[src/rtl/inst_queue_if.sv]
// Fetch-side push and decode-side issue signals of the instruction queue.
// The master modport is the fetch/decode side and the slave modport is the queue.
interface inst_queue_if;
    logic        inst_rdy;
    logic [31:0] inst_in;
    logic [31:0] pc_in;
    logic        iqueue_full;
    logic        issue_ready;
    logic        out_valid;
    logic [31:0] inst_out;
    logic [31:0] pc_out;

    modport master (
        output inst_rdy, inst_in, pc_in, issue_ready,
        input  iqueue_full, out_valid, inst_out, pc_out
    );

    modport slave (
        input  inst_rdy, inst_in, pc_in, issue_ready,
        output iqueue_full, out_valid, inst_out, pc_out
    );
endinterface

[src/rtl/inst_queue.sv]
// Circular {inst, pc} FIFO between fetch and decode/issue, with show-ahead head,
// early full flag, flush on redirect and a sticky overflow error.
module inst_queue #(
    parameter int ADDR_W = 4
) (
    input  logic         clk,
    input  logic         rst,
    input  logic         rdy,
    input  logic         clear,
    inst_queue_if.slave  iq,
    output logic         overflow_err
);
    localparam int DEPTH = 2 ** ADDR_W;
    localparam logic [ADDR_W:0]   CNT_DEPTH = (ADDR_W + 1)'(DEPTH);
    localparam logic [ADDR_W:0]   CNT_FULL  = (ADDR_W + 1)'(DEPTH - 1);
    localparam logic [ADDR_W:0]   CNT_ZERO  = (ADDR_W + 1)'(0);
    localparam logic [ADDR_W:0]   CNT_ONE   = (ADDR_W + 1)'(1);
    localparam logic [ADDR_W-1:0] PTR_ZERO  = ADDR_W'(0);
    localparam logic [ADDR_W-1:0] PTR_ONE   = ADDR_W'(1);

    logic [31:0]       inst_mem_r [DEPTH];
    logic [31:0]       pc_mem_r   [DEPTH];
    logic [ADDR_W-1:0] head_r;
    logic [ADDR_W-1:0] tail_r;
    logic [ADDR_W:0]   count_r;
    logic              overflow_r;

    logic              pop_s;
    logic              push_s;
    logic              drop_s;
    logic              write_en_s;

    // Handshake decode: a pop frees a slot, so a push alongside it is legal even when full.
    always_comb begin
        pop_s      = 1'b0;
        push_s     = 1'b0;
        drop_s     = 1'b0;
        write_en_s = 1'b0;
        if (count_r != CNT_ZERO) begin
            pop_s = iq.issue_ready;
        end else begin
            pop_s = 1'b0;
        end
        if (iq.inst_rdy && ((count_r < CNT_DEPTH) || pop_s)) begin
            push_s = 1'b1;
        end else begin
            push_s = 1'b0;
        end
        if (iq.inst_rdy && (count_r == CNT_DEPTH) && !pop_s) begin
            drop_s = 1'b1;
        end else begin
            drop_s = 1'b0;
        end
        if (!rst && rdy && !clear && push_s) begin
            write_en_s = 1'b1;
        end else begin
            write_en_s = 1'b0;
        end
    end

    // Entry storage; contents are only meaningful between head and tail, so no reset.
    always_ff @(posedge clk) begin
        if (write_en_s) begin
            inst_mem_r[tail_r] <= iq.inst_in;
            pc_mem_r[tail_r]   <= iq.pc_in;
        end
    end

    // Pointer, occupancy and sticky error state: rst, then freeze, then flush, then push/pop.
    always_ff @(posedge clk) begin
        if (rst) begin
            head_r     <= PTR_ZERO;
            tail_r     <= PTR_ZERO;
            count_r    <= CNT_ZERO;
            overflow_r <= 1'b0;
        end else if (!rdy) begin
            head_r     <= head_r;
            tail_r     <= tail_r;
            count_r    <= count_r;
            overflow_r <= overflow_r;
        end else if (clear) begin
            head_r  <= PTR_ZERO;
            tail_r  <= PTR_ZERO;
            count_r <= CNT_ZERO;
        end else begin
            if (push_s) begin
                tail_r <= tail_r + PTR_ONE;
            end
            if (pop_s) begin
                head_r <= head_r + PTR_ONE;
            end
            case ({push_s, pop_s})
                2'b10:   count_r <= count_r + CNT_ONE;
                2'b01:   count_r <= count_r - CNT_ONE;
                default: count_r <= count_r;
            endcase
            if (drop_s) begin
                overflow_r <= 1'b1;
            end
        end
    end

    // Early full leaves one slot for the push fetch already has in flight.
    assign iq.iqueue_full = (count_r >= CNT_FULL);
    assign iq.out_valid   = (count_r != CNT_ZERO);
    assign iq.inst_out    = inst_mem_r[head_r];
    assign iq.pc_out      = pc_mem_r[head_r];
    assign overflow_err   = overflow_r;
endmodule
[src/flat_wrapper.sv]
// flat-port wrapper written by rule: the top's interface ports become plain ports
module inst_queue_flat 
#(
    parameter int ADDR_W = 4
)
  (clk, rst, rdy, clear, overflow_err, iq_inst_rdy, iq_inst_in, iq_pc_in, iq_issue_ready, iq_iqueue_full, iq_out_valid, iq_inst_out, iq_pc_out);
  inst_queue_if iq_i ();
  input  logic clk;
  input  logic rst;
  input  logic rdy;
  input  logic clear;
  output logic overflow_err;
  input wire logic [$bits(iq_i.inst_rdy)-1:0] iq_inst_rdy;
  input wire logic [$bits(iq_i.inst_in)-1:0] iq_inst_in;
  input wire logic [$bits(iq_i.pc_in)-1:0] iq_pc_in;
  input wire logic [$bits(iq_i.issue_ready)-1:0] iq_issue_ready;
  output wire logic [$bits(iq_i.iqueue_full)-1:0] iq_iqueue_full;
  output wire logic [$bits(iq_i.out_valid)-1:0] iq_out_valid;
  output wire logic [$bits(iq_i.inst_out)-1:0] iq_inst_out;
  output wire logic [$bits(iq_i.pc_out)-1:0] iq_pc_out;
  assign iq_i.inst_rdy = iq_inst_rdy;
  assign iq_i.inst_in = iq_inst_in;
  assign iq_i.pc_in = iq_pc_in;
  assign iq_i.issue_ready = iq_issue_ready;
  assign iq_iqueue_full = iq_i.iqueue_full;
  assign iq_out_valid = iq_i.out_valid;
  assign iq_inst_out = iq_i.inst_out;
  assign iq_pc_out = iq_i.pc_out;
  inst_queue #(.ADDR_W(ADDR_W)) u_core (.clk(clk), .rst(rst), .rdy(rdy), .clear(clear), .iq(iq_i), .overflow_err(overflow_err));
endmodule
[config.mk]
export PLATFORM = sky130hd
export DESIGN_NAME = inst_queue_flat
export DESIGN_NICKNAME = d
export VERILOG_FILES = /design/src/rtl/inst_queue_if.sv /design/src/rtl/inst_queue.sv /design/src/flat_wrapper.sv
export SDC_FILE = /design/constraint.sdc
export NUM_CORES = 1
export LEC_CHECK = 0
export BUFFER_PORTS_ARGS = -buffer_cell sky130_fd_sc_hd__clkbuf_2
export CAP_MARGIN = 10
export CORE_ASPECT_RATIO = 0.75
export CORE_UTILIZATION = 55
export DETAILED_ROUTE_END_ITERATION = 10
export PLACE_DENSITY = 0.73
export SYNTH_ARGS = -nofsm -noshare
export SYNTH_HDL_FRONTEND = slang
export SYNTH_SLANG_ARGS = --single-unit
[constraint.sdc]
create_clock -name clk -period 16.25 [get_ports clk]
set_clock_uncertainty 0.15 [all_clocks]
set_input_delay 0 -clock clk [delete_from_list [all_inputs] [get_ports clk]]
set_output_delay 0 -clock clk [all_outputs]
set_load 0.01 [all_outputs]
==> impl_metrics.toml <==
[run_status]
outcome = "finished clean"

[clock_tree]
cts_root_buf = "clkbuf_16"
clock_sinks = 1042
cts_tree = "yes"
cts_buffers = 95
clkLatencyLatePin_ns = 0.64
clk_path_buf_depth = 3
h-tree-depth = 3
clk_pin_slew_ns = 0.06
post_cts_resized = 0

[detailed_routing]
met1_length_mm = 34.2
wl_mm = 83.5
top_layer = "met5"
drc_errors = 0
dr_wl_met3_mm = 6.38
wl_met2_mm = 41.4
avgRoutedWirePerCell_um = 29.4
vias = 18000
detail-route-antenna-nets = 0
dr.pass1.iters = 5
viasPerCell = 6.35
drtIter0Drc = 2065

[logic_synthesis]
synth_nets = 1639
synthSimpleGateAreaFrac_pct = 0.794
avgSynthCellArea_um2 = 25.3
synth.mux.area_fraction_pct = 18.3
synth_compound_area_share_pct = 0.614
yosysSeqAreaShare_pct = 78.6
ys_ff_latch = 1042
synth_cell_types = 41
ys.warnings.count = 0
synth_xor_area_share_pct = 0.0664
async_flop_share_pct = 0
synth-main-ff-cell = "edfxtp_1"
synth_area_mm2 = 0.0396
synthAdderAreaFrac_pct = 0.221
synth_top_family_by_area = "multiplexers"
syn_inst = 1562
synth_edf_count = 1024

[die]
floorplan.initialDensity_pct = 56.0
die_y_um = 234
core_area_mm2 = 0.0706
die_w_um = 312
ios = 137
die_area_mm2 = 0.0730
rows = 84

[place]
dp_hpwl_mm = 39.7
place_area_mm2 = 0.0413
io_buffers = 136
gp_congestion = 0.734

[sta]
slew_viol_final = 0
tightest_slew_ns = 1.13
finalCriticalPeriod_ns = 5.45
post-route-period-util_pct = 33.5
slew_headroom_pct = 24.7
fmax_ghz = 0.184
setup_tns_ns = 0
hold_violations = 0
finalSetupViolations = 0
grt_setup_unrepaired = "no"

[worst_hold_path]
hp-class = "in -> reg"

[setup_path]
worstSetupPathType = "reg -> out"
cp_slowest_stage_delay_ns = 0.84
worst-endpoint-arrival_ns = 5.30
critPathMaxFanout = 102
worst_setup_path_start_kind = "flop"
worstPathCellList = "buf_4 -> buf_12 -> buf_4 -> mux4_2 -> mux4_2 -> clkbuf_2"
worstPathRequired_ns = 16.10
reg2reg_from = "u_core.count_r[4]"
r2r_cells = 6
reg2reg_slack_ns = 12.43
cp.depth = 6
critPathTopFamily = "buffers and inverters"
end_kind = "output port"
cp_slowest_cell = "buf_4"
endpoint = "iq_pc_out[16]"
critical_path.reg2reg.endpoint = "u_core.pc_mem_r[7][30]"
worst-path-buf-inv = 4

[grt]
grt_antenna_before_repair = 4
grt_start_max_net_pins = 103
grt_first_pass_wirelength_mm = 122
grt_usage_pct = 23.2
grt_pass1_vias = 18500
gr-total-overflow = 0

[finish]
num_antenna_cells = 0
finalInstanceArea_mm2 = 0.0450
fin_util_pct = 63.7
nets = 1902
drive_above_1_share_pct = 33.4
area_growth_syn_to_layout_pct = 13.7

[power]
irDropWorstVdd_uv = 72.2
p_switching_w = 0.000983
power_frac_comb_pct = 1.8
power.density_mw_per_mm2 = 115
seqPwrFrac_pct = 57.2
leakagePower_nw = 13.7
pwr-share-clk_pct = 40.9
intPower_w = 0.00418
switching_share_pct = 19.1

[run]
cap_viol_max_count = 0
## layout by cell type (no fill, tap or decap), drive strengths merged, types with 2 or more instances in the layout
master	instances
a2bb2oi	2
nand2b	6
nand3	3
and3	2
a22oi	3
dlygate4sd3	76
nor3	9
edfxtp	1024
or3	2
clkbuf	261
mux2i	3
bufinv	5
dfxtp	18
clkinv	33
nand2	10
ha	7
clkinvlp	2
inv	8
a22o	3
xor2	2
a21o	2
a21oi	12
buf	33
nor2	27
o21ai	6
mux4	320
## power groups by stage
| stage | Sequential (W) | Clock [W] | Combinational, W |
|---|---|---|---|
| floorplan | 0.00301 | 0 | 0.0000306 |
| global route | 0.00295 | 0.00224 | 0.000102 |
| finish | 0.00295 | 0.00211 | 0.0000945 |
| detailed placement | 0.00301 | 0 | 0.0000790 |
| CTS | 0.00295 | 0.00214 | 0.0000944 |
| global placement | 0.00301 | 0 | 0.0000739 |
## final cells by class
type,instances,area (um2)
fill,4540,25700
clock buffer,125,2570
timing repair buffer,245,1700
clock inverter,40,328
sequential,1042,31100
tap,946,1180
multi-input combinational,433,8020
inverter,8,30.0
## worst min-delay path by stage
stage / start / to / slack, ns / depth (start not counted)
after floorplan: iq_inst_in[0] / u_core.inst_mem_r[0][0] / -0.05 / 0
after global placement: iq_inst_rdy / u_core.overflow_err / 0.20 / 3
after detailed placement: iq_inst_rdy / u_core.overflow_err / 0.22 / 3
after CTS: rst / u_core.tail_r[3] / 0.11 / 3
after global routing: iq_pc_in[14] / u_core.pc_mem_r[4][14] / 0.15 / 2
final: iq_pc_in[8] / u_core.pc_mem_r[10][8] / 0.15 / 2
## kinds of logic (layout without fill, tap and decap cells)
| family | after synthesis | after routing |
|---|---|---|
| flops | 1042 | 1042 |
| compound gates | 36 | 36 |
| mux | 323 | 323 |
| simple gates | 64 | 64 |
| fa+ha+maj | 7 | 7 |
| xor+xnor | 3 | 3 |
| buf+inv | 87 | 418 |
## cell usage after synthesis (2+ instances only)
cell | number | share of area, %
edfxtp_1 | 1024 | 78
mux4_2 | 320 | 18
clkbuf_1 | 36 | 0.34
nor2_1 | 27 | 0.26
buf_6 | 26 | 0.74
dfxtp_1 | 18 | 0.91
a21oi_1 | 11 | 0.14
buf_1 | 11 | 0.10
nand2_1 | 10 | 0.095
nor3_1 | 9 | 0.11
inv_1 | 8 | 0.076
ha_1 | 7 | 0.22
nand2b_1 | 6 | 0.095
o21ai_0 | 6 | 0.076
buf_2 | 4 | 0.051
a22o_1 | 3 | 0.066
a22oi_1 | 3 | 0.057
mux2i_1 | 3 | 0.076
nand3_1 | 3 | 0.038
a21o_1 | 2 | 0.038
a2bb2oi_1 | 2 | 0.044
and3_1 | 2 | 0.032
or3_1 | 2 | 0.032
xor2_1 | 2 | 0.044
## layer usage
layer,global-route usage (%),vias to the layer above
li1,-,7320
met1,33.2,9753
met2,37.9,817
met3,4.55,117
met4,5.19,8
met5,0,-
## registers in the layout (all words and copies together), names as in the netlist, named ones only
signal	flops
u_core.overflow_err	1
u_core.pc_mem_r	512
u_core.tail_r	4
u_core.head_r	4
u_core.inst_mem_r	512
u_core.count_r	5
## per-stage QoR
| step | power, W | hold slack [ns] | instances | worst slack (ns) |
|---|---|---|---|---|
| final | 0.00516 | 0.146 | 2839 | 10.80 |
| after global routing | 0.00530 | 0.153 | 2839 | 10.26 |
| after CTS | 0.00519 | 0.111 | 2839 | 10.55 |
| after detailed placement | 0.00309 | 0.223 | 2598 | 11.22 |
| after global placement | 0.00309 | 0.202 | 2598 | 11.26 |
| after floorplan | 0.00304 | -0.0511 | 1562 | 10.02 |
## what timing repair did
| item | CTS | global route |
|---|---|---|
| hold buffers | 76 | 0 |
| hold endpoints to repair | 1042 | 0 |
| setup buffers | 0 | 0 |
Note: power is estimated with default switching activity, not from simulation.
